===== src/rtl/lap_timer.sv =====
// lap_timer: stopwatch counting hundredths/seconds/minutes/hours/days with a scanned field display.
// Build option: define LAP_TIMER_LAP_EN to add the lap snapshot/hold feature.
// Ports: clk; reset (async, active-high); start/stop/clear (levels, priority clear > stop > start);
//        lap (rising edge toggles lap hold); out (displayed field value); sel (0=hs,1=sec,2=min,3=hr,4=dy);
//        running (state is RUN); lap_valid (lap snapshot on display).
module lap_timer #(
    parameter int PRESC_DIV = 73729,
    parameter int SCAN_DIV  = 7374,
    parameter int DAY_MAX   = 99
) (
    input  logic       clk,
    input  logic       reset,
    input  logic       start,
    input  logic       stop,
    input  logic       clear,
    input  logic       lap,
    output logic [6:0] out,
    output logic [2:0] sel,
    output logic       running,
    output logic       lap_valid
);
    typedef enum logic [1:0] {IDLE, RUN, PAUSE} state_t;
    state_t state, state_nx;
    logic [19:0] presc;
    logic [15:0] scan;
    logic [6:0] hs, sec, mins, hr, dy;
    logic [6:0] live_fld, disp_fld;
    logic cnt_en, tick, hs_w, sec_w, min_w, hr_w, dy_w, scan_w, enter_run;

    // stop only has an effect from RUN; in IDLE it still outranks start
    always_comb state_nx = clear ? IDLE : stop ? (state == RUN ? PAUSE : state) : start ? RUN : state;

    always_ff @(posedge clk or posedge reset)
        if (reset) state <= IDLE;
        else state <= state_nx;

    // counting is gated by stop/clear in the same cycle so a coincident tick is dropped
    assign cnt_en    = (state == RUN) && !stop && !clear;
    assign tick      = cnt_en && (presc == 20'(PRESC_DIV - 1));
    assign enter_run = (state == IDLE) && (state_nx == RUN);
    assign hs_w      = hs == 7'd99;
    assign sec_w     = sec == 7'd59;
    assign min_w     = mins == 7'd59;
    assign hr_w      = hr == 7'd23;
    assign dy_w      = dy == 7'(DAY_MAX);
    assign scan_w    = scan == 16'(SCAN_DIV - 1);

    always_ff @(posedge clk or posedge reset)
        if (reset) presc <= '0;
        else if (state == IDLE || clear) presc <= '0;
        else if (cnt_en) presc <= tick ? '0 : presc + 20'd1;

    always_ff @(posedge clk or posedge reset)
        if (reset) begin
            {hs, sec, mins, hr, dy} <= '0;
        end else if (clear) begin
            {hs, sec, mins, hr, dy} <= '0;
        end else if (tick) begin
            hs <= hs_w ? '0 : hs + 7'd1;
            if (hs_w) sec <= sec_w ? '0 : sec + 7'd1;
            if (hs_w && sec_w) mins <= min_w ? '0 : mins + 7'd1;
            if (hs_w && sec_w && min_w) hr <= hr_w ? '0 : hr + 7'd1;
            if (hs_w && sec_w && min_w && hr_w) dy <= dy_w ? '0 : dy + 7'd1;
        end

    // display scanner free-runs in every state; realigned to hs when a fresh run starts
    always_ff @(posedge clk or posedge reset)
        if (reset) begin
            scan <= '0;
            sel  <= '0;
        end else if (enter_run) begin
            scan <= '0;
            sel  <= '0;
        end else begin
            scan <= scan_w ? '0 : scan + 16'd1;
            if (scan_w) sel <= (sel == 3'd4) ? 3'd0 : sel + 3'd1;
        end

    always_comb live_fld = (sel == 3'd0) ? hs : (sel == 3'd1) ? sec : (sel == 3'd2) ? mins : (sel == 3'd3) ? hr : dy;

    always_ff @(posedge clk or posedge reset)
        if (reset) begin
            out     <= '0;
            running <= 1'b0;
        end else begin
            out     <= disp_fld;
            running <= state_nx == RUN;
        end

`ifdef LAP_TIMER_LAP_EN
    logic lap_q, lap_rise;
    logic [6:0] s_hs, s_sec, s_min, s_hr, s_dy, snap_fld;

    assign lap_rise = lap && !lap_q;

    always_ff @(posedge clk or posedge reset)
        if (reset) begin
            lap_q     <= 1'b0;
            lap_valid <= 1'b0;
            {s_hs, s_sec, s_min, s_hr, s_dy} <= '0;
        end else begin
            lap_q <= lap;
            if (clear) lap_valid <= 1'b0;
            else if (lap_rise && state != IDLE) begin
                lap_valid <= !lap_valid;
                if (!lap_valid) {s_hs, s_sec, s_min, s_hr, s_dy} <= {hs, sec, mins, hr, dy};
            end
        end

    always_comb snap_fld = (sel == 3'd0) ? s_hs : (sel == 3'd1) ? s_sec : (sel == 3'd2) ? s_min : (sel == 3'd3) ? s_hr : s_dy;
    assign disp_fld = lap_valid ? snap_fld : live_fld;
`else
    logic unused_lap;
    assign unused_lap = lap;
    assign lap_valid  = 1'b0;
    assign disp_fld   = live_fld;
`endif
endmodule


===== config.mk =====
export PLATFORM = sky130hd
export DESIGN_NAME = lap_timer
export DESIGN_NICKNAME = d
export VERILOG_FILES = /design/src/rtl/lap_timer.sv
export SDC_FILE = /design/constraint.sdc
export NUM_CORES = 1
export LEC_CHECK = 0
export BUFFER_PORTS_ARGS = -buffer_cell sky130_fd_sc_hd__buf_4
export CAP_MARGIN = 10
export CORE_ASPECT_RATIO = 1.1
export CORE_MARGIN = 5
export CORE_UTILIZATION = 30
export DETAILED_ROUTE_END_ITERATION = 6
export PLACE_DENSITY_LB_ADDON = 0.05
export SYNTH_ARGS = -nofsm -noshare
export SYNTH_HDL_FRONTEND = slang
export SYNTH_SLANG_ARGS = --single-unit
export TNS_END_PERCENT = 30

===== constraint.sdc =====
create_clock -name clk -period 5.15 [get_ports clk]
set_input_delay 0 -clock clk [delete_from_list [all_inputs] [get_ports clk]]
set_output_delay 0 -clock clk [all_outputs]
set_load 0.03 [all_outputs]

; ---- After elaboration in Yosys (flattened, before gate mapping)
; Index checks and enable logic that the tools add are counted.
[totals]
elab_cells = 90
input_bits = 6
register_bits = 84
output_inout_bits = 12
[classes]
n_eq_ne = 13
muxes = 35
add_sub_neg = 8
n_reduce_logical = 23
[ops]
columns = op, n
row1 = $mux W7, 23
row2 = $mux W20, 3
row3 = $add A7 B1 Y7 const B, 5
row4 = $mux W16, 2
row5 = $add A20 B1 Y20 const B, 1
row6 = $eq A20 B17 Y1 const B, 1
row7 = $add A16 B1 Y16 const B, 1
row8 = $eq A16 B13 Y1 const B, 1
row9 = $eq A7 B6 Y1 const B, 2
row10 = $eq A7 B7 Y1 const B, 2
row11 = $reduce_bool A2 Y1, 7
row12 = $mux W3, 3
row13 = $mux W2, 4
row14 = $reduce_and A2 Y1, 4
row15 = $eq A7 B5 Y1 const B, 1
row16 = $logic_and A1 B1 Y1, 7
row17 = $eq A3 B2 Y1 const B, 2
row18 = $eq A2 B1 Y1 const B, 2
row19 = $add A3 B1 Y3 const B, 1
row20 = $eq A3 B1 Y1 const B, 1
row21 = $eq A3 B3 Y1 const B, 1
row22 = $logic_not A3 Y1, 1
row23 = $logic_not A1 Y1, 2
row24 = $logic_not A2 Y1, 1
row25 = $logic_or A1 B1 Y1, 1

; ---- Depth between registers and ports, before layout
; Gate-level depths: netlist of the first run.
[logic_depth]
depth_word = 7
mapped_depth = 10
mapped_depth_nobuf = 7

; ---- Least setup slack after synthesis of the first run
; Ideal clock, no wire load.
[synth_timing]
path_kind = register to register
from = reg hr[3]
to = reg dy[1]
stages_incl_launch_ff = 6
setup_time_ps = 125
setup_slack_ps = 3108
t_arrival_ps = 1917
path_cell_list = dfrtp_1 -> clkbuf_2 -> or4b_1 -> o21a_1 -> nor3_2 -> mux2_2
[synth_via]
elab_chain_len = 4
[synth_lines]
columns = item, line_no
row1 = from (decl), 26  ; logic [6:0] hs, sec, mins, hr, dy;
row2 = from (signal assigned), 62  ; if (hs_w && sec_w && min_w) hr <= hr_w ? '0 : hr + 7'd1;
row3 = $eq A7 B5 Y1, 44  ; assign hr_w = hr == 7'd23;
row4 = $logic_and A1 B1 Y1, 63  ; if (hs_w && sec_w && min_w && hr_w) dy <= dy_w ? '0 : dy + 7'd1;
row5 = $reduce_bool A2 Y1 (no line), -
row6 = $reduce_and A2 Y1 (no line), -
row7 = to (signal assigned), 63
row8 = to (decl), 26
; Every way passes these cells.
; A chain may end at the register's enable or synchronous reset.

; ---- Worst setup path after layout of the first run
[layout_timing]
from = reg presc[7]
to = reg hr[5]
[layout_via]
elab_chain_len = 4
[layout_lines]
columns = item, line_no
row1 = from (decl), 24  ; logic [19:0] presc;
row2 = from (signal assigned), 51  ; else if (cnt_en) presc <= tick ? '0 : presc + 20'd1;
row3 = $eq A20 B17 Y1, 39  ; assign tick = cnt_en && (presc == 20'(PRESC_DIV - 1));
row4 = $logic_and A1 B1 Y1, 39
row5 = $reduce_bool A2 Y1 (no line), -
row6 = $reduce_and A2 Y1 (no line), -
; Every way passes these cells.

==> results by group, run 1 <==
Timing
  – Headroom to the max-slew limit: 0.339
  – Worst hold margin: ~0.07 ns
  – Max Freq: 364 MHz
  – Setup TNS: 0 ns
  – Final min period: 2.75 ns
  – Max Slew Vio Count: 0
  – Clock Skew: about 0.0054 ns
  – Period utilisation layout: 0.534
  – Worst-Margin Slew: approximately 1 ns
  – Final Hold Vio Count: 0
  – # setup viols final: 0
  – RSZ-0062 raised after global routing: no

Final layout
  – Net count, final: around 530
  – Area Overhead vs Synth: 12.1%
  – Layout Cells excl Fill: between 700 and 800
  – Filler Cell Count: approximately 1600
  – Antenna diode count: 0
  – Share of cells above drive strength 1: 0.101

Drt
  – Vias: 3685
  – Post-DRT Antenna Nets: 0
  – Post-Route WL: 11400 um
  – Drt pass-1 iters: 4
  – Wirelength per Cell: 16.0 um
  – DRT iter0 DRCs: between 150 and 200
  – Drt via density: 5.15
  – Drc violations: 0

Die
  – Core area: between 0.015 and 0.02 mm2
  – Cell Rows: between 40 and 50
  – Io pins: 18
  – Die area: 0.0183 mm2
  – Die W: 130 um
  – Die Y: between 100 and 150 um
  – Starting density of the core: 0.303

Pwr
  – Clk pwr share: 0.431
  – Pleak: approximately 2.1 nW
  – Net Sw Frac: 0.259
  – Logic pwr share: 0.071
  – Max VDD drop: 145 uV
  – Seq pwr share: 0.498
  – Switching power: around 0.37 mW
  – Design internal power: ~1.1 mW
  – Pwr Density: 270 mW/mm2

Worst setup path
  – CP Capture Type: flop
  – R2R setup slack: 2.40 ns
  – Critical Path RT: ~5.4 ns
  – Startpoint types: flop
  – Reg-to-reg startpoint: presc[7]
  – R2R depth: 5
  – Kind of critical path: reg2reg
  – Reg-to-reg endpoint: hr[5]
  – CP max FO: 11
  – Worst endpoint data arrival time: about 3.0 ns

Global route
  – Number of global-route vias before repair: roughly 3600
  – GR Util All Layers: 0.132
  – Initial antenna violation count: 0
  – Gr ovfl total: 0
  – Largest net degree at the start of global routing: 53
  – Global-route wire length before repair: 19100 um

Hold path
  – WHS Path Cells: 2
  – Hold path start: clear
  – Min-Delay Endpoint: mins[6]
  – Class of the worst hold path: in2reg

Clock network
  – TritonCTS Buffers: 9
  – Clock latency on the worst-skew pair: between 0.3 and 0.4 ns
  – Reg clk slew, reported paths: 0.06 ns
  – CTS tree: done
  – CTS max path bufs: 2
  – H-tree lvl count: 3
  – Clk Tree Root Cell: clkbuf_16
  – CTS sink count: between 80 and 90

Placement
  – Cell total after placement: ~700
  – RePlAce Congestion: between 0.8 and 0.9
  – Input/output buffers: 15
  – Post-DP HPWL: about 8100 um

Job
  – Max-cap violations: 0

Logic synthesis
  – Synth unique cells: slightly above 60
  – Most common cell in the netlist: dfrtp_1
  – Async S/R FF share, synth: 1.00
  – Primary FF master, synth: dfrtp_1
  – Post-Synthesis Cell Area: approximately 0.0047 mm2
  – Sequential area share after synthesis: 0.446
  – Commonest cells post-synth: dfrtp_1 (84), nor2_1 (65), o21ai_0 (30)
  – Flip-flop and latch count after synthesis: 84
  – Synth top area share: 0.446
  – Synthesized area per cell: 9.36 um2
  – Post-synth EDFFs: 0
  – Synth Net Count: 524
  – Gate Count Post-Synth: between 500 and 600
  – Yosys warns: 0
  – Area leader, netlist: dfrtp_1
  – Synth top area cells: dfrtp_1 (45%), nor2_1 (5.2%), ha_1 (3.7%), o21ai_0 (3.2%), xnor2_1 (3.2%)

Status
  – Status: finished, final reports clean
[worst max-delay path: stages (launching register included)]
cell	delay, ns
dfrtp_1	0.46
nor4_1	0.50
nand4_1	0.23
nor3_2	0.79
nand3_2	0.22
o41ai_1	0.42
[metal layers]
metal / wire length (um) / track usage / part of all wire
met1: 5420 / 0.178 / 0.47
met2: 5590 / 0.213 / 0.49
met3: 215 / 0.0196 / 0.019
met4: 224 / 0.0525 / 0.020
met5: 0 / 0 / 0
[layout make-up]
| class | instances | area [um2] | share of cell area |
|---|---|---|---|
| Clock buffer | 11 | 243 | 0.0459 |
| Clock inverter | 5 | 35.0 | 0.00662 |
| Inverter | 15 | 57.6 | 0.0109 |
| Multi-Input combinational cell | 379 | 2430 | 0.459 |
| Sequential cell | 84 | 2100 | 0.397 |
| Tap cell | 200 | 250 | 0.0473 |
| Timing Repair Buffer | 22 | 175 | 0.0331 |
[sequential cells by signal (all words and copies together), names as in the netlist]
| register | cells |
|---|---|
| presc | 20 |
| sec | 7 |
| hs | 7 |
| state | 2 |
| scan | 16 |
| dy | 7 |
| running | 1 |
| mins | 7 |
| out | 7 |
| sel | 3 |
| hr | 7 |
[cells by family (layout without fill, tap and decap cells)]
| group | count (synthesis) | after routing | share of synthesized area |
|---|---|---|---|
| and+or+nand+nor | 201 | 201 | 0.225 |
| AOI/OAI and AO/OA | 117 | 117 | 0.161 |
| DFF | 84 | 84 | 0.446 |
| buffers and inverters | 41 | 53 | 0.0400 |
| xor gates and xnor gates | 32 | 32 | 0.0594 |
| adders and majority gates | 14 | 14 | 0.0371 |
| muxes | 14 | 14 | 0.0305 |
| other | 1 | 1 | 0.000795 |
[what timing repair did]
| action | CTS | global route |
|---|---|---|
| hold endpoints to repair | 34 | 0 |
| hold buffers | 4 | 0 |
| buffers inserted | 0 | 0 |
| resized for setup | 0 | 0 |
[power groups by stage]
stage	clock network [mW]	logic, mW	registers, mW
after floorplan	0	0.0784	0.715
after global placement	0	0.101	0.724
after detailed placement	0	0.102	0.724
after CTS	0.644	0.105	0.711
after global routing	0.669	0.117	0.715
final	0.616	0.101	0.712
[layout by cell type (no fill, tap or decap), types with 7 or more instances in the layout]
cell / instances
inv_1: 14
nor2b_1: 10
mux2i_1: 11
a2bb2oi_1: 7
buf_4: 18
xnor2_1: 17
o31ai_1: 11
nor2_1: 65
nand2_1: 27
a22oi_1: 9
ha_1: 14
nand4_1: 16
xor2_1: 15
dfrtp_1: 84
clkbuf_16: 9
a31oi_1: 8
o21ai_0: 30
nand3_1: 25
a21oi_1: 25
[how the worst max path moves through the flow]
stage	cells after the start	start	to	slack (ns)
after floorplan	1	reset	dy[0]	2.98
final	5	presc[7]	hr[5]	2.40
after detailed placement	5	presc[7]	hr[5]	2.34
after global placement	5	presc[7]	hr[5]	2.45
after global routing	7	presc[0]	dy[4]	2.13
after CTS	5	presc[7]	hr[5]	2.34
[metrics by stage]
stage	instance area (um2)	util	setup slack (ns)	power, mW
after global placement	4970	0.320	2.45	0.825
after floorplan	4720	-	2.98	0.794
after CTS	5290	0.340	2.34	1.46
after detailed placement	4970	0.320	2.34	0.826
final	5290	0.340	2.40	1.43
after global routing	5290	0.340	2.13	1.50
Power figures use the tool's default switching activity.
==> inputs of run 2 (changes only) <==
==> constraint.sdc (replaced) <==
create_clock -name clk -period 2.6 [get_ports clk]
set_input_delay 0 -clock clk [delete_from_list [all_inputs] [get_ports clk]]
set_output_delay 0 -clock clk [all_outputs]
set_load 0.03 [all_outputs]
==> run 2 against run 1 <==
  * Combinational power up 110%
  * Global-route usage increased by 0.35 points
  * Largest power group unchanged
  * Maximum frequency is 20% higher
  * Setup slack lost 2.1 ns
  * Clock-buffer cell count did not move
  * Critical path type unchanged
  * Critical endpoint is now hr[1]
  * Clock power is 120% higher
==> results by group, run 2 (synthesized netlist as in run 1, its figures left out) <==
Status
  – Status: finished, final reports clean (unchanged)

Timing
  – Final Hold Vio Count: 0 (unchanged)
  – RSZ-0062 raised after global routing: no (unchanged)
  – Max Freq: 437 MHz (was 364 MHz)
  – Max Slew Vio Count: 0 (unchanged)
  – Period utilisation layout: 0.879 (was 0.534)
  – # setup viols final: 0 (unchanged)
  – Setup TNS: 0 ns (unchanged)
  – Final min period: 2.29 ns (was 2.75 ns)
  – Headroom to the max-slew limit: 0.465 (was 0.339)
  – Worst setup margin: 0.314 ns (was 2.40 ns)
  – Worst-Margin Slew: 0.801 ns (was 0.985 ns)
  – Clock Skew: 0.00726 ns (was 0.00538 ns)

Placement
  – Post-DP HPWL: 8300 um (was 8140 um)
  – Dpl ws: 0.331 ns (was 2.34 ns)
  – RePlAce Congestion: 0.800 (was 0.803)
  – Cell total after placement: 709 (was 696)
  – Input/output buffers: 15 (unchanged)

Worst setup path
  – Startpoint types: flop (unchanged)
  – Slowest stage delay, CP: 0.49 ns (was 0.79 ns)
  – CP max FO: 7 (was 11)
  – Reg-to-reg startpoint: presc[7] (unchanged)
  – Critical Path RT: 2.83 ns (was 5.37 ns)
  – Worst-path cell chain: nor4_1 > and4_1 > a21oi_1 > buf_4 > nor2_1 > mux2_2 (was nor4_1 > nand4_1 > nor3_2 > nand3_2 > o41ai_1)
  – Worst endpoint data arrival time: 2.52 ns (was 2.97 ns)
  – Critical Path Slowest Stage Cell: nor4_1 (was nor3_2)
  – Kind of critical path: reg2reg (unchanged)
  – Setup crit start: presc[7] (unchanged)
  – CP Capture Type: flop (unchanged)
  – R2R setup slack: 0.31 ns (was 2.40 ns)

Final layout
  – Top Registers: presc: 20 flops, scan: 16 flops (unchanged)
  – Most frequent cells in the layout: dfrtp_1 (84), nor2_1 (65), o21ai_0 (30), buf_4 (30), nand2_1 (27) (was dfrtp_1 (84), nor2_1 (65), o21ai_0 (30))
  – Commonest non-fill, non-tap cell in the layout: dfrtp_1 (unchanged)
  – Net count, final: 544 (was 531)
  – Antenna diode count: 0 (unchanged)
  – Layout Cells excl Fill: 729 (was 716)
  – Max reg flops: 20 (unchanged)
  – Largest Register: presc (unchanged)
  – Area Overhead vs Synth: 15.0% (was 12.1%)
  – Share of cells above drive strength 1: 0.123 (was 0.101)

Pwr
  – Pleak: 2.21 nW (was 2.14 nW)
  – Max VDD drop: 281 uV (was 145 uV)
  – Pwr Density: 544 mW/mm2 (was 270 mW/mm2)
  – Total power: 2.95 mW (was 1.43 mW)

Global route
  – Largest net degree at the start of global routing: 69 (was 53)
  – Number of global-route vias before repair: 3834 (was 3631)
  – Gr ovfl total: 0 (unchanged)
  – Initial antenna violation count: 0 (unchanged)
  – GR Util All Layers: 0.136 (was 0.132)
  – Global-route wire length before repair: 19900 um (was 19100 um)

Clock network
  – CTS sink count: 84 (unchanged)
  – Clk Tree Root Cell: clkbuf_16 (unchanged)
  – CTS tree: done (unchanged)
  – Reg clk slew, reported paths: 0.07 ns (was 0.06 ns)
  – Clock latency on the worst-skew pair: 0.35 ns (about the same)
  – H-tree lvl count: 3 (unchanged)
  – TritonCTS Buffers: 9 (unchanged)
  – Post-CTS sizing: 0 (unchanged)
  – CTS max path bufs: 2 (unchanged)

Hold path
  – Class of the worst hold path: in2async (was in2reg)

Die
  – Die W: 130 um (unchanged)
  – Starting density of the core: 0.303 (unchanged)
  – Core area: 0.0156 mm2 (unchanged)
  – Cell Rows: 48 (unchanged)
  – Io pins: 18 (unchanged)
  – Die area: 0.0183 mm2 (unchanged)
  – Die Y: 142 um (unchanged)

Drt
  – Drt pass-1 iters: 4 (unchanged)
  – Post-Route WL: 11700 um (was 11400 um)
  – Post-DRT Antenna Nets: 0 (unchanged)
  – Drc violations: 0 (unchanged)
  – Wirelength per Cell: 16.1 um (was 16.0 um)
  – Vias: 3806 (was 3685)
  – Drt via density: 5.22 (was 5.15)
  – DRT iter0 DRCs: 167 (was 197)

Job
  – Max-cap violations: 0 (unchanged)
## run 2: cell count changes in the layout (fill, tap and decap cells not counted), sizes merged
cell / change
bufinv: +1
inv: -2
clkinvlp: +2
buf: +13
clkinv: -1
## run 2: per-stage QoR
step	cell area, um2	hold slack (ns)	util
2_1_floorplan	4720	0.171	-
3_3_place_gp	5080	-0.0238	0.327
3_5_place_dp	5080	-0.0177	0.327
4_1_cts	5430	0.166	0.349
5_1_grt	5430	0.184	0.349
6_report	5430	0.160	0.349
## run 2: critical path, delay by kind of cell (launching register included)
family	cells	cell delay [ns]
AO/OA/AOI/OAI	1	0.16
buffers and inverters	1	0.19
flip-flops	1	0.45
multiplexers	1	0.35
AND/OR/NAND/NOR	3	1.01
## run 2: cell type report
| class | instances | area, um2 |
|---|---|---|
| tap | 200 | 250 |
| clock inverter | 5 | 61.3 |
| timing repair buffer | 35 | 285 |
| inverter | 15 | 57.6 |
| sequential | 84 | 2100 |
| fill | 1619 | 10100 |
| multi-input combinational | 379 | 2430 |
| clock buffer | 11 | 243 |
## run 2: where the power goes
part           leakage, nW  total (mW)  internal [mW]  switching [mW]
logic                0.913       0.214         0.0817           0.132
registers             1.16        1.41           1.35          0.0588
clock network        0.138        1.33          0.773           0.555
total                 2.21        2.95           2.20           0.746
## run 2: path summary, 6_finish.rpt
path                       endpoint  cells past startpoint
max                           hr[1]                      6
min                          sec[6]                      3
max reg2reg                   hr[1]                      6
min reg2reg                   hs[6]                      1
max in group asynchronous  presc[9]                      4
min in group clk              hr[2]                      4
## run 2: timing repair
action / 4_1_cts / 5_1_grt
setup buffers: 0 / 0
endpoints found under the setup margin: 0 / 0
hold buffers: 4 / 0
endpoints found under the hold margin: 18 / 0
## run 2: layer usage
layer,global-route usage,share of wire
met3,0.0222,0.024
met5,0,0
met4,0.0585,0.024
met1,0.181,0.48
met2,0.217,0.48
==> inputs of run 3 (changes only) <==
--- a/config.mk
+++ b/config.mk
@@ -5,12 +5,12 @@
 export SDC_FILE = /design/constraint.sdc
 export NUM_CORES = 1
 export LEC_CHECK = 0
-export BUFFER_PORTS_ARGS = -buffer_cell sky130_fd_sc_hd__buf_4
 export CAP_MARGIN = 10
 export CORE_ASPECT_RATIO = 1.1
 export CORE_MARGIN = 5
 export CORE_UTILIZATION = 30
 export DETAILED_ROUTE_END_ITERATION = 6
+export DONT_BUFFER_PORTS = 1
 export PLACE_DENSITY_LB_ADDON = 0.05
 export SYNTH_ARGS = -nofsm -noshare
 export SYNTH_HDL_FRONTEND = slang
==> run 3 against run 2 <==
  * Die area stayed put
  * Utilization is 0.48 points lower
  * First-iteration DRC count is 6.0% higher
  * Routed wire length hardly changed
  * Critical path type unchanged
  * Via count is 1.6% lower
  * Maximum frequency is 0.54% lower
==> results by group, run 3 (synthesized netlist as in run 1, its figures left out) <==
Pwr
  – Pwr Density: 550 mW/mm2 (was 544 mW/mm2)
  – Total power: 2.94 mW (was 2.95 mW)
  – Pleak: 2.17 nW (was 2.21 nW)
  – Max VDD drop: 361 uV (was 281 uV)

Worst setup path
  – R2R depth: 6 (unchanged)
  – Critical Path Slowest Stage Cell: nor4b_1 (was nor4_1)
  – Setup crit start: presc[12] (was presc[7])
  – CP Capture Type: flop (unchanged)
  – Worst-path cell chain: nor4b_1 > and4bb_2 > a21oi_1 > buf_4 > o41ai_1 > o31ai_1 (was nor4_1 > and4_1 > a21oi_1 > buf_4 > nor2_1 > mux2_2)
  – Startpoint types: flop (unchanged)
  – Critical Path RT: 2.81 ns (was 2.83 ns)
  – R2R setup slack: 0.30 ns (was 0.31 ns)
  – Reg-to-reg endpoint: dy[4] (was hr[1])
  – Slowest stage delay, CP: 0.55 ns (was 0.49 ns)
  – CP max FO: 7 (unchanged)
  – Kind of critical path: reg2reg (unchanged)
  – Worst Setup EP: dy[4] (was hr[1])
  – Worst endpoint data arrival time: 2.51 ns (was 2.52 ns)
  – Reg-to-reg startpoint: presc[12] (was presc[7])

Placement
  – RePlAce Congestion: 0.768 (was 0.800)
  – Cell total after placement: 699 (was 709)
  – Input/output buffers: 0 (was 15)
  – Post-DP HPWL: 8320 um (was 8300 um)

Die
  – Die area: 0.0183 mm2 (unchanged)
  – Io pins: 18 (unchanged)
  – Core area: 0.0156 mm2 (unchanged)
  – Die Y: 142 um (unchanged)
  – Die W: 130 um (unchanged)
  – Starting density of the core: 0.303 (unchanged)
  – Cell Rows: 48 (unchanged)

Timing
  – Clock Skew: 0.00594 ns (was 0.00726 ns)
  – Headroom to the max-slew limit: 0.376 (was 0.465)
  – Worst-Margin Slew: 0.933 ns (was 0.801 ns)
  – Period utilisation layout: 0.884 (was 0.879)
  – Setup TNS: 0 ns (unchanged)
  – Final Hold Vio Count: 0 (unchanged)
  – # setup viols final: 0 (unchanged)
  – Final min period: 2.30 ns (was 2.29 ns)
  – Max Slew Vio Count: 0 (unchanged)
  – RSZ-0062 raised after global routing: no (unchanged)
  – Max Freq: 435 MHz (was 437 MHz)

Hold path
  – WHS Path Cells: 3
  – Class of the worst hold path: in2reg (was in2async)

Final layout
  – Area Overhead vs Synth: 13.4% (was 15.0%)
  – Share of cells above drive strength 1: 0.106 (was 0.123)
  – Largest Register: presc (unchanged)
  – Layout Cells excl Fill: 719 (was 729)
  – Top Registers: presc: 20 flops, scan: 16 flops (unchanged)
  – Most frequent cells in the layout: dfrtp_1 (84), nor2_1 (65), o21ai_0 (30) (was dfrtp_1 (84), nor2_1 (65), o21ai_0 (30), buf_4 (30), nand2_1 (27))
  – Net count, final: 534 (was 544)
  – Max reg flops: 20 (unchanged)
  – Antenna diode count: 0 (unchanged)
  – Commonest non-fill, non-tap cell in the layout: dfrtp_1 (unchanged)

Global route
  – GR Util All Layers: 0.136 (about the same)
  – Global-route wire length before repair: 19900 um (about the same)
  – Initial antenna violation count: 0 (unchanged)
  – Gr ovfl total: 0 (unchanged)
  – Largest net degree at the start of global routing: 48 (was 69)
  – Number of global-route vias before repair: 3736 (was 3834)

Clock network
  – TritonCTS Buffers: 9 (unchanged)
  – Clock latency on the worst-skew pair: 0.34 ns (was 0.35 ns)
  – CTS max path bufs: 2 (unchanged)
  – Post-CTS sizing: 0 (unchanged)
  – Post-CTS setup buffer count: 0 (unchanged)
  – Clk Tree Root Cell: clkbuf_16 (unchanged)
  – Reg clk slew, reported paths: 0.06 ns (was 0.07 ns)
  – CTS sink count: 84 (unchanged)
  – CTS tree: done (unchanged)
  – H-tree lvl count: 3 (unchanged)

Status
  – Status: finished, final reports clean (unchanged)

Drt
  – Wirelength per Cell: 16.3 um (was 16.1 um)
  – DRT iter0 DRCs: 177 (was 167)
  – Drt pass-1 iters: 4 (unchanged)
  – Drt via density: 5.21 (was 5.22)
  – Drc violations: 0 (unchanged)
  – Post-Route WL: 11700 um (about the same)
  – Vias: 3744 (was 3806)
  – Post-DRT Antenna Nets: 0 (unchanged)

Job
  – Max-cap violations: 0 (unchanged)
-- run 3: cell count changes in the layout (fill, tap and decap cells not counted), sizes merged --
cell      previous run  this run
clkinv               2         5
clkinvlp             3         0
buf                 31        21
-- run 3: worst max-delay path: cells and delay by family, from the launching register on --
| kind | cells | cell delay (ns) |
|---|---|---|
| AND/OR/NAND/NOR | 2 | 0.90 |
| AO/OA/AOI/OAI | 3 | 0.63 |
| flip-flops | 1 | 0.43 |
| buffers and inverters | 1 | 0.20 |
-- run 3: final cells by class --
| cell class | count | area, um2 |
|---|---|---|
| tap | 200 | 250 |
| timing repair buffer | 25 | 210 |
| clock buffer | 11 | 243 |
| fill | 1605 | 10200 |
| multi-input combinational | 379 | 2430 |
| clock inverter | 5 | 61.3 |
| inverter | 15 | 57.6 |
| sequential | 84 | 2100 |
-- run 3: worst min-delay path by stage --
stage	start	endpoint
finish	clear	presc[4]
global route	clear	presc[4]
CTS	clear	presc[2]
detailed placement	reset	sec[6]
global placement	reset	sec[4]
floorplan	stop	state[1]
-- run 3: through the flow --
step	worst slack, ns	utilization	area, um2	hold WS, ns
after floorplan	0.435	-	4720	0.171
after global placement	0.346	0.322	5010	0.0387
after detailed placement	0.348	0.322	5010	0.0447
after CTS	0.282	0.344	5350	0.00608
after global routing	0.113	0.344	5350	0.0441
final	0.301	0.344	5350	0.00902
-- run 3: report_power, final --
| part | internal, mW | switching, mW | leakage (nW) | total (mW) |
|---|---|---|---|---|
| Clock | 0.775 | 0.553 | 0.150 | 1.33 |
| Combinational | 0.0772 | 0.127 | 0.859 | 0.204 |
| Sequential | 1.35 | 0.0613 | 1.16 | 1.41 |
-- run 3: repair_timing --
action,CTS,global route
hold buffers,4,0
hold endpoints to repair,63,0
endpoints found under the setup margin,0,0
-- run 3: routing by layer --
| layer | GRT usage | share of wire |
|---|---|---|
| met1 | 0.189 | 0.50 |
| met2 | 0.214 | 0.47 |
| met3 | 0.0237 | 0.019 |
| met4 | 0.0465 | 0.016 |
| met5 | 0 | 0 |
